## config.mk

```make
export PLATFORM = sky130hd
export DESIGN_NAME = snes_joypad_reader_flat
export DESIGN_NICKNAME = d
export VERILOG_FILES = /design/src/rtl/snes_joypad_reader_pkg.sv /design/src/rtl/snes_joypad_reader_if.sv /design/src/rtl/snes_joypad_reader_sync2.sv /design/src/rtl/snes_joypad_reader.sv /design/src/flat_wrapper.sv
export SDC_FILE = /design/constraint.sdc
export NUM_CORES = 1
export LEC_CHECK = 0
export CORE_AREA = 2 2 102 104
export DETAILED_ROUTE_END_ITERATION = 10
export DIE_AREA = 0 0 104 106
export MAX_ROUTING_LAYER = met4
export SLEW_MARGIN = 15
export SYNTH_ARGS = -nofsm -noshare
export SYNTH_HDL_FRONTEND = slang
export SYNTH_HIERARCHICAL = 1
export SYNTH_SLANG_ARGS = --single-unit
```

## constraint.sdc

```tcl
create_clock -name clock -period 2.1 [get_ports clock]
set_input_delay 0.42 -clock clock [delete_from_list [all_inputs] [get_ports clock]]
set_output_delay 0.42 -clock clock [all_outputs]
set_load 0.01 [all_outputs]
```

## src/rtl/snes_joypad_reader_pkg.sv

```systemverilog
// rtl/snes_joypad_reader_pkg.sv - shared joypad constants for the reader and display/debug consumers
package snes_joypad_reader_pkg;

   // Button bit positions within joypad_state (0 = pressed)
   localparam int BTN_B      = 0;
   localparam int BTN_Y      = 1;
   localparam int BTN_SELECT = 2;
   localparam int BTN_START  = 3;
   localparam int BTN_UP     = 4;
   localparam int BTN_DOWN   = 5;
   localparam int BTN_LEFT   = 6;
   localparam int BTN_RIGHT  = 7;
   localparam int BTN_A      = 8;
   localparam int BTN_X      = 9;
   localparam int BTN_L      = 10;
   localparam int BTN_R      = 11;

   // Word geometry: 16 serial bits, one per clock pulse
   localparam int JOY_BITS   = 16;
   localparam int JOY_PULSES = 16;

   // Value reported when nothing is pressed or no controller is attached
   localparam logic [JOY_BITS-1:0] JOY_RELEASED = 16'hFFFF;

   // Active-high view of one button for consumers of joypad_state
   function automatic logic btn_pressed(input logic [JOY_BITS-1:0] state, input int idx);
      return ~state[idx];
   endfunction

endpackage

```

## src/rtl/snes_joypad_reader_if.sv

```systemverilog
// rtl/snes_joypad_reader_if.sv - controller pad signals and decoded button word
interface snes_joypad_reader_if;
   import snes_joypad_reader_pkg::*;

   logic                joy_latch;
   logic                joy_clk;
   logic                joy_data;
   logic [JOY_BITS-1:0] joypad_state;
   logic                state_valid;

   // Reader side: drives the pad strobes and publishes the button word
   modport master (
      output joy_latch,
      output joy_clk,
      output joypad_state,
      output state_valid,
      input  joy_data
   );

   // Controller/consumer side
   modport slave (
      input  joy_latch,
      input  joy_clk,
      input  joypad_state,
      input  state_valid,
      output joy_data
   );

endinterface

```

## src/rtl/snes_joypad_reader_sync2.sv

```systemverilog
// rtl/snes_joypad_reader_sync2.sv - two-flop synchronizer for asynchronous pad inputs
module sync2 #(
   parameter logic RESET_VALUE = 1'b0
) (
   input  logic clock,
   input  logic reset,
   input  logic i_async,
   output logic o_sync
);

   logic r_meta;
   logic r_sync;

   // Two-stage capture; both stages take the idle level of the pad during reset
   always_ff @(posedge clock) begin
      if (reset) begin
         r_meta <= RESET_VALUE;
         r_sync <= RESET_VALUE;
      end else begin
         r_meta <= i_async;
         r_sync <= r_meta;
      end
   end

   assign o_sync = r_sync;

endmodule

```

## src/rtl/snes_joypad_reader.sv

```systemverilog
// rtl/snes_joypad_reader.sv - periodic SNES controller poller producing a 16-bit button word
module snes_joypad_reader
   import snes_joypad_reader_pkg::*;
#(
   parameter int HALF_CYCLES = 200,
   parameter int POLL_CYCLES = 555000
) (
   input  logic                 clock,
   input  logic                 reset,
   snes_joypad_reader_if.master io_joy
);

   typedef enum logic [2:0] {
      IDLE,
      LATCH,
      SETTLE,
      CLK_LOW,
      CLK_HIGH,
      DONE
   } state_t;

   // Phase lengths expressed as the final value of the shared phase counter
   localparam logic [31:0] L_POLL_LAST  = 32'(POLL_CYCLES - 1);
   localparam logic [31:0] L_LATCH_LAST = 32'(2 * HALF_CYCLES - 1);
   localparam logic [31:0] L_HALF_LAST  = 32'(HALF_CYCLES - 1);
   localparam logic [4:0]  L_LAST_PULSE = 5'(JOY_PULSES);

   state_t              r_state;
   logic [31:0]         r_count;
   logic [4:0]          r_pulse;
   logic [JOY_BITS-1:0] r_shift;
   logic [JOY_BITS-1:0] r_joypad_state;
   logic                r_latch;
   logic                r_clk;
   logic                r_valid;
   logic                w_data;
   logic                w_phase_end;

   sync2 #(
      .RESET_VALUE (1'b1)
   ) u_data_sync (
      .clock   (clock),
      .reset   (reset),
      .i_async (io_joy.joy_data),
      .o_sync  (w_data)
   );

   // Flag the last cycle of the current phase
   always_comb begin
      w_phase_end = 1'b0;
      case (r_state)
         IDLE:     w_phase_end = (r_count == L_POLL_LAST);
         LATCH:    w_phase_end = (r_count == L_LATCH_LAST);
         SETTLE,
         CLK_LOW,
         CLK_HIGH: w_phase_end = (r_count == L_HALF_LAST);
         DONE:     w_phase_end = 1'b1;
         default:  w_phase_end = 1'b1;
      endcase
   end

   // Transaction sequencer: outputs are registered alongside the state they belong to
   always_ff @(posedge clock) begin
      if (reset) begin
         r_state        <= IDLE;
         r_count        <= '0;
         r_pulse        <= '0;
         r_shift        <= '0;
         r_joypad_state <= JOY_RELEASED;
         r_latch        <= 1'b0;
         r_clk          <= 1'b1;
         r_valid        <= 1'b0;
      end else begin
         r_count <= w_phase_end ? '0 : r_count + 32'd1;
         case (r_state)
            IDLE: begin
               if (w_phase_end) begin
                  r_state <= LATCH;
                  r_latch <= 1'b1;
               end
            end
            LATCH: begin
               if (w_phase_end) begin
                  r_state <= SETTLE;
                  r_latch <= 1'b0;
               end
            end
            SETTLE: begin
               // Bit 0 is on the wire as soon as the latch drops
               if (w_phase_end) begin
                  r_shift <= {w_data, r_shift[JOY_BITS-1:1]};
                  r_state <= CLK_LOW;
                  r_clk   <= 1'b0;
                  r_pulse <= 5'd1;
               end
            end
            CLK_LOW: begin
               if (w_phase_end) begin
                  r_state <= CLK_HIGH;
                  r_clk   <= 1'b1;
               end
            end
            CLK_HIGH: begin
               if (w_phase_end) begin
                  if (r_pulse == L_LAST_PULSE) begin
                     // Final pulse carries no data; publish the complete word at once
                     r_state        <= DONE;
                     r_joypad_state <= r_shift;
                     r_valid        <= 1'b1;
                  end else begin
                     r_shift <= {w_data, r_shift[JOY_BITS-1:1]};
                     r_pulse <= r_pulse + 5'd1;
                     r_state <= CLK_LOW;
                     r_clk   <= 1'b0;
                  end
               end
            end
            DONE: begin
               r_state <= IDLE;
               r_valid <= 1'b0;
               r_pulse <= '0;
            end
            default: begin
               r_state <= IDLE;
               r_latch <= 1'b0;
               r_clk   <= 1'b1;
               r_valid <= 1'b0;
               r_pulse <= '0;
            end
         endcase
      end
   end

   assign io_joy.joy_latch    = r_latch;
   assign io_joy.joy_clk      = r_clk;
   assign io_joy.joypad_state = r_joypad_state;
   assign io_joy.state_valid  = r_valid;

endmodule

```

## src/flat_wrapper.sv

```systemverilog
// flat-port wrapper written by rule: the top's interface ports become plain ports
module snes_joypad_reader_flat import snes_joypad_reader_pkg::*;
#(
   parameter int HALF_CYCLES = 200,
   parameter int POLL_CYCLES = 555000
)
  (clock, reset, io_joy_joy_latch, io_joy_joy_clk, io_joy_joypad_state, io_joy_state_valid, io_joy_joy_data);
  snes_joypad_reader_if io_joy_i ();
  input  logic clock;
  input  logic reset;
  output wire logic [$bits(io_joy_i.joy_latch)-1:0] io_joy_joy_latch;
  output wire logic [$bits(io_joy_i.joy_clk)-1:0] io_joy_joy_clk;
  output wire logic [$bits(io_joy_i.joypad_state)-1:0] io_joy_joypad_state;
  output wire logic [$bits(io_joy_i.state_valid)-1:0] io_joy_state_valid;
  input wire logic [$bits(io_joy_i.joy_data)-1:0] io_joy_joy_data;
  assign io_joy_joy_latch = io_joy_i.joy_latch;
  assign io_joy_joy_clk = io_joy_i.joy_clk;
  assign io_joy_joypad_state = io_joy_i.joypad_state;
  assign io_joy_state_valid = io_joy_i.state_valid;
  assign io_joy_i.joy_data = io_joy_joy_data;
  snes_joypad_reader #(.HALF_CYCLES(HALF_CYCLES), .POLL_CYCLES(POLL_CYCLES)) u_core (.clock(clock), .reset(reset), .io_joy(io_joy_i));
endmodule
```

==> results of run 1 <==
==> power by group through the flow <==
stage | Clock [mW] | Combinational [mW] | Sequential, mW
detailed placement | 0 | 0.0835 | 1.51
floorplan | 0 | 0.0527 | 1.51
finish | 1.06 | 0.0912 | 1.47
CTS | 1.11 | 0.0836 | 1.47
global route | 1.17 | 0.103 | 1.47
global placement | 0 | 0.0818 | 1.51
==> worst register-to-register path: stages (launching register included) <==
cell      delay (ps)
dfxtp_2          320
or4_1            510
a211o_1          270
a211oi_4         260
nand2_2          160
buf_6            160
or4_1            390
o311ai_1          80
==> path summary, 6_finish.rpt <==
check	to	slack, ps
setup reg to reg	u_core/r_state[1]	-140
hold reg to reg	u_core/u_data_sync/o_sync	410
hold / removal	u_core/u_data_sync/o_sync	410
setup / recovery	u_core/r_state[1]	-140
==> cell type report <==
type / count / share of cell area
Multi-Input combinational cell: 288 / 0.417
Inverter: 6 / 0.00516
Tap cell: 136 / 0.0390
Clock inverter: 7 / 0.0149
Clock buffer: 9 / 0.0284
Sequential cell: 77 / 0.353
Timing Repair Buffer: 68 / 0.142
==> cells in the final DEF (no fill, tap or decap), types with 5 or more instances in the layout <==
master            n
buf_6             5
xnor2_1           9
nand2_1          21
nor2_1           91
nand2b_1          5
clkbuf_8          9
nor2b_1           6
nor4_1            5
nand3_1          11
dfxtp_1          75
nand4_1          12
mux2i_1          34
buf_4            39
o21ai_0           8
clkdlybuf4s50_1  20
inv_1             6
or3_1             6
and3_1            6
xor2_1           21
a21oi_1           5
==> layer usage <==
layer | track usage | wire, um | vias to the layer above
met2 | 0.224 | 3370 | 32
met1 | 0.168 | 3450 | 1329
met3 | 0.0264 | 170 | 7
li1 | - | - | 1446
met4 | 0.0608 | 91 | 0
met5 | - | 0 | -
==> registers in the layout, summed over array words and instances (netlist names) <==
| signal | count |
|---|---|
| u_core/io_joy.state_valid | 1 |
| u_core/u_data_sync/o_sync | 1 |
| u_core/r_count | 32 |
| u_core/io_joy.joy_clk | 1 |
| u_core/io_joy.joypad_state | 16 |
| u_core/r_pulse | 5 |
| u_core/r_shift | 16 |
| u_core/u_data_sync/r_meta | 1 |
| u_core/r_state | 3 |
| u_core/io_joy.joy_latch | 1 |
==> kinds of logic (layout without fill, tap and decap cells) <==
logic type               count (synthesis)  in the layout
AO/OA/AOI/OAI                           31             31
adder cells (fa/ha/maj)                  3              3
multiplexers                            34             34
flip-flops                              77             77
XOR/XNOR                                30             30
buffers and inverters                   25             90
AND/OR/NAND/NOR                        189            190
==> repair_timing <==
item | 4_1_cts | 5_1_grt
buffers inserted | 2 | 2
setup endpoints to repair | 69 | 75
gates cloned | 1 | 1
pin swaps | 10 | 5
resized for setup | 2 | 14
==> flow_results.xml, run 1 <==
<?xml version="1.0" encoding="UTF-8"?>
<metrics>
  <group name="placed_design">
    <metric name="placed_cells_incl_taps" unit="">569</metric>
    <metric name="placement.cell_area" unit="sq mm">0.00406</metric>
    <metric name="detailedPlacementHpwl" unit="um">4890</metric>
    <metric name="final_weighted_congestion_of_routability_driven_global_placement" unit="">0.799</metric>
    <metric name="placement.setup.worst_slack" unit="ps">-165</metric>
    <metric name="port-buffer-count" unit="">21</metric>
  </group>
  <group name="worst_setup_path">
    <metric name="cp_data_arrival_time" unit="ps">2500</metric>
    <metric name="worst_reg2reg_path_depth" unit="">7</metric>
    <metric name="crit_type" unit="">reg -&gt; reg</metric>
    <metric name="cp-end-kind" unit="">register</metric>
    <metric name="worstReg2RegStart" unit="">u_core/r_count[13]</metric>
    <metric name="startpoint_type" unit="">register</metric>
    <metric name="cp.required" unit="ps">2360</metric>
    <metric name="critical_path.startpoint" unit="">u_core/r_count[13]</metric>
    <metric name="slowest_stage" unit="">or4_1</metric>
    <metric name="cp.depth" unit="">7</metric>
    <metric name="critical_path.most_common_cell" unit="">or4_1</metric>
    <metric name="worst_path_largest_cell_delay" unit="ps">510</metric>
    <metric name="crit_buf_inv" unit="">1</metric>
    <metric name="cp_top_family" unit="">simple AND/OR/NAND/NOR gates</metric>
    <metric name="crit_fanout" unit="">7</metric>
    <metric name="worstPathCellList" unit="">or4_1, a211o_1, a211oi_4, nand2_2, buf_6, or4_1, o311ai_1</metric>
  </group>
  <group name="power_and_ir_drop">
    <metric name="pwr-share-clk" unit="">0.405</metric>
    <metric name="p_int" unit="mW">1.97</metric>
    <metric name="p_leak" unit="nW">1.73</metric>
    <metric name="seq_power_share" unit="">0.560</metric>
    <metric name="power.net_switching" unit="uW">661</metric>
    <metric name="peakVddDrop" unit="uV">343</metric>
    <metric name="combinationalPowerShare" unit="">0.035</metric>
    <metric name="totalPowerFinal" unit="mW">2.63</metric>
    <metric name="power.switching_fraction" unit="">0.252</metric>
    <metric name="power_density" unit="mW/mm^2">601</metric>
  </group>
  <group name="die">
    <metric name="core_region_area" unit="sq mm">0.0100</metric>
    <metric name="die_area" unit="sq mm">0.0110</metric>
    <metric name="dieWidth" unit="um">104</metric>
    <metric name="die_h" unit="um">106</metric>
    <metric name="floorplan.initialDensity" unit="">0.340</metric>
    <metric name="row_count" unit="">37</metric>
    <metric name="io_pins" unit="">22</metric>
  </group>
  <group name="logic_synthesis">
    <metric name="yosys.area_share.xor_xnor" unit="">0.0772</metric>
    <metric name="dominant_combinational_cell_family_by_area_after_synthesis" unit="">simple AND/OR/NAND/NOR gates</metric>
    <metric name="most_used_standard_cells_in_the_synthesized_netlist" unit="">93 x nor2_1, 77 x dfxtp_1, 34 x mux2i_1</metric>
    <metric name="synthMostInstantiatedCell" unit="">nor2_1</metric>
    <metric name="muxShareOfSynthArea" unit="">0.100</metric>
    <metric name="ys_async_sr_fraction" unit="">0</metric>
    <metric name="syn_area_per_cell" unit="sq um">8.75</metric>
    <metric name="postSynth.topFlopCell" unit="">dfxtp_1</metric>
    <metric name="synth_compound_area_frac" unit="">0.0585</metric>
    <metric name="yosys.area.top_type" unit="">dfxtp_1</metric>
    <metric name="yosysSeqAreaShare" unit="">0.453</metric>
    <metric name="synth_fp_nets" unit="">395</metric>
    <metric name="synth_seq_cells" unit="">77</metric>
    <metric name="fraction_of_the_mapped_netlist_area_in_adder_cells" unit="">0.0110</metric>
    <metric name="yosysWarningCount" unit="">6</metric>
    <metric name="yosysUniqueCellTypes" unit="">46</metric>
    <metric name="synthTopCellsByArea" unit="">dfxtp_1 45%, nor2_1 10%, mux2i_1 10%</metric>
    <metric name="synth.cell_area" unit="sq mm">0.00340</metric>
    <metric name="post-synth-top-area-fraction" unit="">0.453</metric>
    <metric name="synth_cells" unit="">389</metric>
    <metric name="yosys.area_share.simple" unit="">0.268</metric>
    <metric name="synth-edff-count" unit="">0</metric>
  </group>
  <group name="timing">
    <metric name="max_slew.worst_pin.slew" unit="ps">441</metric>
    <metric name="hold_viol" unit="">0</metric>
    <metric name="finalSetupViolations" unit="">70</metric>
    <metric name="timing.clock.skew" unit="ps">8.84</metric>
    <metric name="rsz_0062_raised_after_global_routing" unit="">true</metric>
    <metric name="setup_slack" unit="ps">-142</metric>
    <metric name="slew_headroom" unit="">0.706</metric>
    <metric name="hold_ws" unit="ps">411</metric>
    <metric name="final_max_slew_viol_count" unit="">0</metric>
    <metric name="maxClockFrequency" unit="MHz">446</metric>
    <metric name="fin_setup_tns" unit="ps">-4310</metric>
    <metric name="layout_worst_path_cycle_share" unit="">1.07</metric>
    <metric name="min_period" unit="ps">2240</metric>
  </group>
  <group name="route">
    <metric name="antenna_violating_nets_post_route" unit="">0</metric>
    <metric name="totalWireLength" unit="um">7090</metric>
    <metric name="drc" unit="">0</metric>
    <metric name="post_drt_via_cell_ratio" unit="">4.76</metric>
    <metric name="wl_per_instance" unit="um">12.0</metric>
    <metric name="first_pass_iters" unit="">4</metric>
    <metric name="dr_total_vias" unit="">2814</metric>
    <metric name="dr.first_iter.drc_count" unit="">133</metric>
  </group>
  <group name="cts">
    <metric name="tritoncts" unit="">built</metric>
    <metric name="clock_path_buffers" unit="">2</metric>
    <metric name="holdBufCountCts" unit="">0</metric>
    <metric name="cts_max_level" unit="">3</metric>
    <metric name="clk_transition_reported_paths" unit="ps">90</metric>
    <metric name="ctsRootBufferMaster" unit="">clkbuf_8</metric>
    <metric name="numCtsBuffers" unit="">9</metric>
    <metric name="clock_sink_count" unit="">77</metric>
    <metric name="clk-insertion-delay-late" unit="ps">350</metric>
  </group>
  <group name="global_routing">
    <metric name="largest_net_degree_at_the_start_of_global_routing" unit="">49</metric>
    <metric name="grt_overflow_total" unit="">0</metric>
    <metric name="groute.usage.overall" unit="">0.138</metric>
    <metric name="number_of_global_route_vias_before_repair" unit="">2734</metric>
    <metric name="grt_antenna_before_repair" unit="">0</metric>
    <metric name="grt_first_pass_wirelength" unit="um">12200</metric>
  </group>
  <group name="cells_and_area">
    <metric name="final_area" unit="sq mm">0.00437</metric>
    <metric name="nNetsFinal" unit="">456</metric>
    <metric name="multi_input_comb_area" unit="sq mm">0.00182</metric>
    <metric name="area_overhead_vs_synth" unit="%">28.3</metric>
    <metric name="finish.cell_count_without_fillers" unit="">591</metric>
    <metric name="final-seq-area" unit="sq mm">0.00154</metric>
    <metric name="filler_cell_count" unit="">1027</metric>
    <metric name="finish.utilization" unit="">0.437</metric>
    <metric name="drive_above_1_share" unit="">0.176</metric>
    <metric name="n_antenna_cell" unit="">0</metric>
  </group>
  <group name="outcome">
    <metric name="violations" unit="">setup timing</metric>
    <metric name="run_status" unit="">complete, but fails checks</metric>
  </group>
  <group name="min_path">
    <metric name="timing.hold.worst_path_depth" unit="">1</metric>
    <metric name="type_of_the_tightest_min_delay_check" unit="">reg -&gt; reg</metric>
    <metric name="hold_start" unit="">u_core/u_data_sync/r_meta</metric>
  </group>
  <group name="job">
    <metric name="maxCapViolCount" unit="">0</metric>
  </group>
</metrics>
Power figures use the tool's default switching activity.
==> inputs of run 2 (changes only) <==
GPL_ROUTABILITY_DRIVEN = 0   (was not set)
SETUP_SLACK_MARGIN = 0.2   (was not set)
==> run 2 against run 1 <==
  * The run still ends with setup timing left
  * First-iteration DRC count down 4.5%
  * Global-route usage down 0.29 points
  * Design area up 2.7%
  * Largest cell class unchanged
==> flow_results.xml, run 2 (same netlist as run 1, synthesis figures left out) <==
<?xml version="1.0" encoding="UTF-8"?>
<metrics>
  <group name="worst_setup_path">
    <metric name="worst_reg2reg_path_depth" unit="">7</metric>
    <metric name="cp_data_arrival_time" unit="ps">2580</metric>
    <metric name="worst_reg2reg_setup_slack" unit="ps">-200</metric>
    <metric name="worst_path_largest_cell_delay" unit="ps">510</metric>
    <metric name="cp-end-kind" unit="">register</metric>
    <metric name="cp.required" unit="ps">2380</metric>
    <metric name="critical_path.startpoint" unit="">u_core/r_count[13]</metric>
    <metric name="crit-reg2reg-capture" unit="">u_core/r_pulse[3]</metric>
    <metric name="slowest_stage" unit="">or4_4</metric>
    <metric name="crit_type" unit="">reg -&gt; reg</metric>
    <metric name="critical_path.most_common_cell" unit="">or4_4</metric>
    <metric name="worstReg2RegStart" unit="">u_core/r_count[13]</metric>
    <metric name="worstPathCellList" unit="">or4_4, a211o_1, a211oi_4, nand2_2, buf_6, or4_4, a21oi_2</metric>
    <metric name="crit_fanout" unit="">6</metric>
    <metric name="startpoint_type" unit="">register</metric>
  </group>
  <group name="cells_and_area">
    <metric name="filler_cell_count" unit="">971</metric>
    <metric name="area_overhead_vs_synth" unit="%">31.8</metric>
    <metric name="finish.cell_count_without_fillers" unit="">597</metric>
    <metric name="regMostFlops" unit="">u_core/r_count</metric>
    <metric name="multi_input_comb_area" unit="sq mm">0.00183</metric>
    <metric name="n_antenna_cell" unit="">0</metric>
    <metric name="final-seq-area" unit="sq mm">0.00154</metric>
    <metric name="final_area" unit="sq mm">0.00448</metric>
    <metric name="number_of_flip_flops_in_the_largest_register" unit="">32</metric>
    <metric name="drive_above_1_share" unit="">0.195</metric>
    <metric name="mostFrequentLayoutCell" unit="">nor2_1</metric>
    <metric name="final_cell_mix" unit="">93 x nor2_1, 75 x dfxtp_1, 43 x buf_4, 34 x mux2i_1</metric>
    <metric name="nNetsFinal" unit="">462</metric>
  </group>
  <group name="timing">
    <metric name="timing.clock.skew" unit="ps">7.62</metric>
    <metric name="maxClockFrequency" unit="MHz">435</metric>
    <metric name="final_max_slew_viol_count" unit="">0</metric>
    <metric name="min_period" unit="ps">2300</metric>
    <metric name="setup_slack" unit="ps">-200</metric>
    <metric name="finalSetupViolations" unit="">63</metric>
    <metric name="hold_viol" unit="">0</metric>
    <metric name="rsz_0062_raised_after_global_routing" unit="">true</metric>
    <metric name="layout_worst_path_cycle_share" unit="">1.10</metric>
    <metric name="slew_headroom" unit="">0.745</metric>
    <metric name="hold_ws" unit="ps">406</metric>
    <metric name="max_slew.worst_pin.slew" unit="ps">381</metric>
  </group>
  <group name="route">
    <metric name="drc" unit="">0</metric>
    <metric name="dr_total_vias" unit="">2850</metric>
    <metric name="first_pass_iters" unit="">4</metric>
    <metric name="antenna_violating_nets_post_route" unit="">0</metric>
    <metric name="totalWireLength" unit="um">7350</metric>
    <metric name="post_drt_via_cell_ratio" unit="">4.77</metric>
    <metric name="wl_per_instance" unit="um">12.3</metric>
    <metric name="dr.first_iter.drc_count" unit="">127</metric>
  </group>
  <group name="min_path">
    <metric name="type_of_the_tightest_min_delay_check" unit="">reg -&gt; reg</metric>
    <metric name="timing.hold.worst_path_depth" unit="">1</metric>
    <metric name="holdPathEnd" unit="">u_core/u_data_sync/o_sync</metric>
    <metric name="hold_start" unit="">u_core/u_data_sync/r_meta</metric>
  </group>
  <group name="cts">
    <metric name="ctsRootBufferMaster" unit="">clkbuf_8</metric>
    <metric name="clk_transition_reported_paths" unit="ps">90</metric>
    <metric name="numCtsBuffers" unit="">9</metric>
    <metric name="tritoncts" unit="">built</metric>
    <metric name="clock_sink_count" unit="">77</metric>
    <metric name="cts_max_level" unit="">3</metric>
    <metric name="clk-insertion-delay-late" unit="ps">350</metric>
    <metric name="clock_path_buffers" unit="">2</metric>
  </group>
  <group name="placed_design">
    <metric name="placed_cells_incl_taps" unit="">573</metric>
    <metric name="port-buffer-count" unit="">21</metric>
    <metric name="placement.cell_area" unit="sq mm">0.00409</metric>
    <metric name="detailedPlacementHpwl" unit="um">4750</metric>
  </group>
  <group name="global_routing">
    <metric name="grt_first_pass_wirelength" unit="um">12000</metric>
    <metric name="number_of_global_route_vias_before_repair" unit="">2631</metric>
    <metric name="grt_overflow_total" unit="">0</metric>
    <metric name="groute.usage.overall" unit="">0.135</metric>
    <metric name="largest_net_degree_at_the_start_of_global_routing" unit="">38</metric>
    <metric name="grt_antenna_before_repair" unit="">0</metric>
  </group>
  <group name="power_and_ir_drop">
    <metric name="p_leak" unit="nW">1.76</metric>
    <metric name="peakVddDrop" unit="uV">378</metric>
    <metric name="power_density" unit="mW/mm^2">608</metric>
  </group>
  <group name="die">
    <metric name="core_region_area" unit="sq mm">0.0100</metric>
    <metric name="die_area" unit="sq mm">0.0110</metric>
    <metric name="row_count" unit="">37</metric>
    <metric name="die_h" unit="um">106</metric>
    <metric name="dieWidth" unit="um">104</metric>
    <metric name="floorplan.initialDensity" unit="">0.340</metric>
    <metric name="io_pins" unit="">22</metric>
  </group>
  <group name="job">
    <metric name="maxCapViolCount" unit="">0</metric>
  </group>
  <group name="outcome">
    <metric name="violations" unit="">setup timing</metric>
    <metric name="run_status" unit="">complete, but fails checks</metric>
  </group>
</metrics>
-- run 2: cell count changes in the layout (fill, tap and decap cells not counted), sizes merged --
cell      before  now
clkinvlp       1    2
inv           10    9
nand2         23   22
buf           47   52
clkbuf        10   12
bufinv         0    1
clkinv         2    1
-- run 2: what timing repair did --
| action | CTS | global route |
|---|---|---|
| gates cloned | 0 | 5 |
| resized for setup | 4 | 15 |
| setup buffers | 3 | 0 |
| pin swaps | 3 | 5 |
| setup endpoints to repair | 75 | 75 |
| hold buffers | 0 | 0 |
-- run 2: final cells by class --
class,count,share of cell area
clock buffers,9,0.0276
well taps,136,0.0379
inverters,6,0.00502
flip-flops and latches,77,0.344
multi-input cells,287,0.409
clock inverters,7,0.0179
repair buffers,75,0.158
-- run 2: critical path: cells and delay by family (launching register included) --
kind	cells	cell delay, ps
compound gates	3	650
simple gates	3	1110
buf+inv	1	140
flops	1	330
-- run 2: worst max-delay path by stage --
stage,to,slack [ps],cells past startpoint
after floorplan,u_core/io_joy.joypad_state[10],-160,7
final,u_core/r_pulse[3],-200,7
after global placement,u_core/r_pulse[4],-170,6
after detailed placement,u_core/r_pulse[4],-240,6
after global routing,u_core/r_pulse[3],-290,7
after CTS,u_core/r_pulse[4],-180,7
-- run 2: metrics by stage --
step           total power [mW]  utilization  setup WS (ps)  TNS, ps
2_1_floorplan              1.56            -           -162    -2260
6_report                   2.73        0.448           -200    -7930
3_5_place_dp               1.59        0.409           -236    -7540
4_1_cts                    2.73        0.434           -184    -6200
5_1_grt                    2.84        0.448           -291   -14960
3_3_place_gp               1.59        0.409           -171    -4750
-- run 2: metal layers --
metal	vias to the layer above	track usage	wire length [um]
li1	1459	-	-
met1	1344	0.178	3790
met2	38	0.209	3260
met3	9	0.0202	175
met4	0	0.0550	121
met5	-	-	0
-- run 2: where the power goes --
part / switching [mW] / leakage (nW) / internal [mW]
registers: 0.00487 / 0.623 / 1.47
logic: 0.0523 / 1.04 / 0.0480
clock network: 0.593 / 0.0968 / 0.563
total: 0.650 / 1.76 / 2.08
==> inputs of run 3 (changes only) <==
CORE_AREA = 4 4 105 107   (was 2 2 102 104)
DIE_AREA = 0 0 109 111   (was 0 0 104 106)
SYNTH_HIERARCHICAL = not set   (was 1)
==> run 3 against run 2 <==
  * Fmax rose by 8.4%
  * Wire length rose by 0.75%
  * Critical path type unchanged
  * Sequential power barely moved
  * Cell count fell by 3.0%
  * The flow still finishes with violations (setup timing)
==> flow_results.xml, run 3 <==
<?xml version="1.0" encoding="UTF-8"?>
<metrics>
  <group name="outcome">
    <metric name="run_status" unit="">complete, but fails checks</metric>
    <metric name="violations" unit="">setup timing</metric>
  </group>
  <group name="cells_and_area">
    <metric name="final_cell_mix" unit="">74 x nor2_1, 71 x dfxtp_1, 34 x mux2i_1, 31 x buf_4, 21 x nand2_1</metric>
    <metric name="mostFrequentLayoutCell" unit="">nor2_1</metric>
    <metric name="finish.utilization" unit="">0.445</metric>
    <metric name="area_overhead_vs_synth" unit="%">30.8</metric>
    <metric name="n_antenna_cell" unit="">0</metric>
    <metric name="filler_cell_count" unit="">972</metric>
    <metric name="final_area" unit="sq mm">0.00451</metric>
    <metric name="drive_above_1_share" unit="">0.217</metric>
    <metric name="nNetsFinal" unit="">444</metric>
    <metric name="regMostFlops" unit="">u_core.r_count</metric>
    <metric name="finish.cell_count_without_fillers" unit="">579</metric>
    <metric name="number_of_flip_flops_in_the_largest_register" unit="">32</metric>
  </group>
  <group name="job">
    <metric name="maxCapViolCount" unit="">0</metric>
  </group>
  <group name="power_and_ir_drop">
    <metric name="peakVddDrop" unit="uV">318</metric>
    <metric name="p_leak" unit="nW">1.73</metric>
    <metric name="power_density" unit="mW/mm^2">603</metric>
  </group>
  <group name="global_routing">
    <metric name="grt_util_met3" unit="">0.0344</metric>
    <metric name="grt_overflow_total" unit="">0</metric>
    <metric name="grt_use_met1" unit="">0.156</metric>
    <metric name="grt_first_pass_wirelength" unit="um">12700</metric>
    <metric name="groute.usage.overall" unit="">0.131</metric>
    <metric name="largest_net_degree_at_the_start_of_global_routing" unit="">55</metric>
    <metric name="global_route.usage.met2" unit="">0.213</metric>
    <metric name="grt_antenna_before_repair" unit="">0</metric>
    <metric name="number_of_global_route_vias_before_repair" unit="">2855</metric>
    <metric name="globalRoute.busiestLayer" unit="">met2</metric>
  </group>
  <group name="cts">
    <metric name="holdBufCountCts" unit="">0</metric>
    <metric name="tritoncts" unit="">built</metric>
    <metric name="clock_path_buffers" unit="">2</metric>
    <metric name="clock_sink_count" unit="">77</metric>
    <metric name="numCtsBuffers" unit="">9</metric>
    <metric name="ctsRootBufferMaster" unit="">clkbuf_8</metric>
    <metric name="cts_max_level" unit="">3</metric>
    <metric name="clk-insertion-delay-late" unit="ps">370</metric>
    <metric name="clk_transition_reported_paths" unit="ps">90</metric>
  </group>
  <group name="worst_setup_path">
    <metric name="startpoint_type" unit="">register</metric>
    <metric name="crit_fanout" unit="">8</metric>
    <metric name="cp.required" unit="ps">2390</metric>
    <metric name="cp_data_arrival_time" unit="ps">2410</metric>
    <metric name="crit_type" unit="">reg -&gt; reg</metric>
    <metric name="cp-end-kind" unit="">register</metric>
  </group>
  <group name="route">
    <metric name="dr.first_iter.drc_count" unit="">115</metric>
    <metric name="totalWireLength" unit="um">7400</metric>
    <metric name="dr_total_vias" unit="">2784</metric>
    <metric name="first_pass_iters" unit="">4</metric>
    <metric name="wl_per_instance" unit="um">12.8</metric>
    <metric name="post_drt_via_cell_ratio" unit="">4.81</metric>
    <metric name="drc" unit="">0</metric>
    <metric name="antenna_violating_nets_post_route" unit="">0</metric>
  </group>
  <group name="timing">
    <metric name="hold_viol" unit="">0</metric>
    <metric name="max_slew.worst_pin.slew" unit="ps">511</metric>
    <metric name="setup_slack" unit="ps">-22.3</metric>
    <metric name="layout_worst_path_cycle_share" unit="">1.01</metric>
    <metric name="min_period" unit="ps">2120</metric>
    <metric name="final_max_slew_viol_count" unit="">0</metric>
    <metric name="maxClockFrequency" unit="MHz">471</metric>
    <metric name="rsz_0062_raised_after_global_routing" unit="">true</metric>
    <metric name="finalSetupViolations" unit="">8</metric>
    <metric name="hold_ws" unit="ps">294</metric>
    <metric name="slew_headroom" unit="">0.658</metric>
    <metric name="timing.clock.skew" unit="ps">16.4</metric>
  </group>
  <group name="placed_design">
    <metric name="detailedPlacementHpwl" unit="um">4750</metric>
    <metric name="placement.cell_area" unit="sq mm">0.00399</metric>
    <metric name="port-buffer-count" unit="">21</metric>
    <metric name="placement.setup.worst_slack" unit="ps">-43.4</metric>
    <metric name="placed_cells_incl_taps" unit="">547</metric>
  </group>
  <group name="logic_synthesis">
    <metric name="ys_async_sr_fraction" unit="">0</metric>
    <metric name="post-synth-top-area-fraction" unit="">0.447</metric>
    <metric name="yosysWarningCount" unit="">0</metric>
    <metric name="synthTopCellsByArea" unit="">dfxtp_1 45%, mux2i_1 9.9%, nor2_1 8.3%</metric>
    <metric name="synthMostInstantiatedCell" unit="">dfxtp_1</metric>
    <metric name="yosysSeqAreaShare" unit="">0.447</metric>
    <metric name="most_used_standard_cells_in_the_synthesized_netlist" unit="">77 x dfxtp_1, 76 x nor2_1, 34 x mux2i_1</metric>
    <metric name="synth_cells" unit="">383</metric>
    <metric name="yosys.area.top_type" unit="">dfxtp_1</metric>
    <metric name="synth_fp_nets" unit="">389</metric>
    <metric name="yosysUniqueCellTypes" unit="">48</metric>
    <metric name="postSynth.topFlopCell" unit="">dfxtp_1</metric>
    <metric name="synth-edff-count" unit="">0</metric>
    <metric name="synth.cell_area" unit="sq mm">0.00345</metric>
    <metric name="synth_seq_cells" unit="">77</metric>
    <metric name="syn_area_per_cell" unit="sq um">9.01</metric>
  </group>
  <group name="die">
    <metric name="floorplan.initialDensity" unit="">0.340</metric>
    <metric name="dieWidth" unit="um">109</metric>
    <metric name="io_pins" unit="">22</metric>
    <metric name="die_h" unit="um">111</metric>
    <metric name="die_area" unit="sq mm">0.0121</metric>
    <metric name="core_region_area" unit="sq mm">0.0101</metric>
    <metric name="row_count" unit="">37</metric>
  </group>
  <group name="min_path">
    <metric name="type_of_the_tightest_min_delay_check" unit="">in -&gt; reg</metric>
  </group>
</metrics>
## run 3: path summary, 6_finish.rpt
kind	from	cells after the start	slack (ps)	endpoint
max	u_core.r_count[24]	7	-20	u_core.io_joy.joypad_state[0]
min	reset	2	290	u_core.r_state[2]
max reg2reg	u_core.r_count[24]	7	-20	u_core.io_joy.joypad_state[0]
min reg2reg	u_core.u_data_sync.r_meta	1	420	u_core.u_data_sync.o_sync
## run 3: cell type report
type / instances / area, sq um / area share
multi-input combinational: 281 / 1940 / 0.431
sequential: 77 / 1550 / 0.344
tap: 136 / 170 / 0.0377
inverter: 7 / 26.3 / 0.00583
clock buffer: 9 / 124 / 0.0275
timing repair buffer: 62 / 618 / 0.137
clock inverter: 7 / 76.3 / 0.0169
## run 3: cell families (layout without fill, tap and decap cells)
group,count (synthesis),after routing,synth area share
and+or+nand+nor,187,187,0.281
DFF,77,77,0.447
muxes,35,35,0.103
xor gates and xnor gates,30,30,0.0762
AOI/OAI and AO/OA,26,26,0.0515
buffers and inverters,25,85,0.0312
adders and majority gates,3,3,0.0109
## run 3: metal layers
| layer | vias to the layer above | routed length, um |
|---|---|---|
| met2 | 40 | 3760 |
| met5 | - | 0 |
| li1 | 1419 | - |
| met1 | 1313 | 3320 |
| met4 | 0 | 123 |
| met3 | 12 | 197 |
## run 3: stage by stage
stage	total power [mW]	setup TNS, ps
floorplan	1.58	-1320
CTS	2.73	0
finish	2.72	-70.4
detailed placement	1.61	-489
global route	2.84	-1690
global placement	1.61	0
## run 3: power breakdown
| group | total (mW) | internal, mW | switching [mW] |
|---|---|---|---|
| Clock | 1.12 | 0.474 | 0.650 |
| Combinational | 0.120 | 0.0570 | 0.0630 |
| Sequential | 1.48 | 1.47 | 0.0102 |
| Total | 2.72 | 2.00 | 0.724 |
## run 3: what timing repair did
| action | in CTS | in global routing |
|---|---|---|
| endpoints found under the setup margin | 74 | 75 |
| setup buffers | 6 | 6 |
| pin swaps | 4 | 11 |
| cloned | 1 | 3 |
| resized for setup | 9 | 24 |
## run 3: worst max-delay path: stages (launching register included)
cell and delay [ps]:
dfxtp_2 330, or4_4 540, nor3_4 270, nand3_4 130, nor4_4 290, buf_4 160, clkbuf_16 150, mux2i_1 180
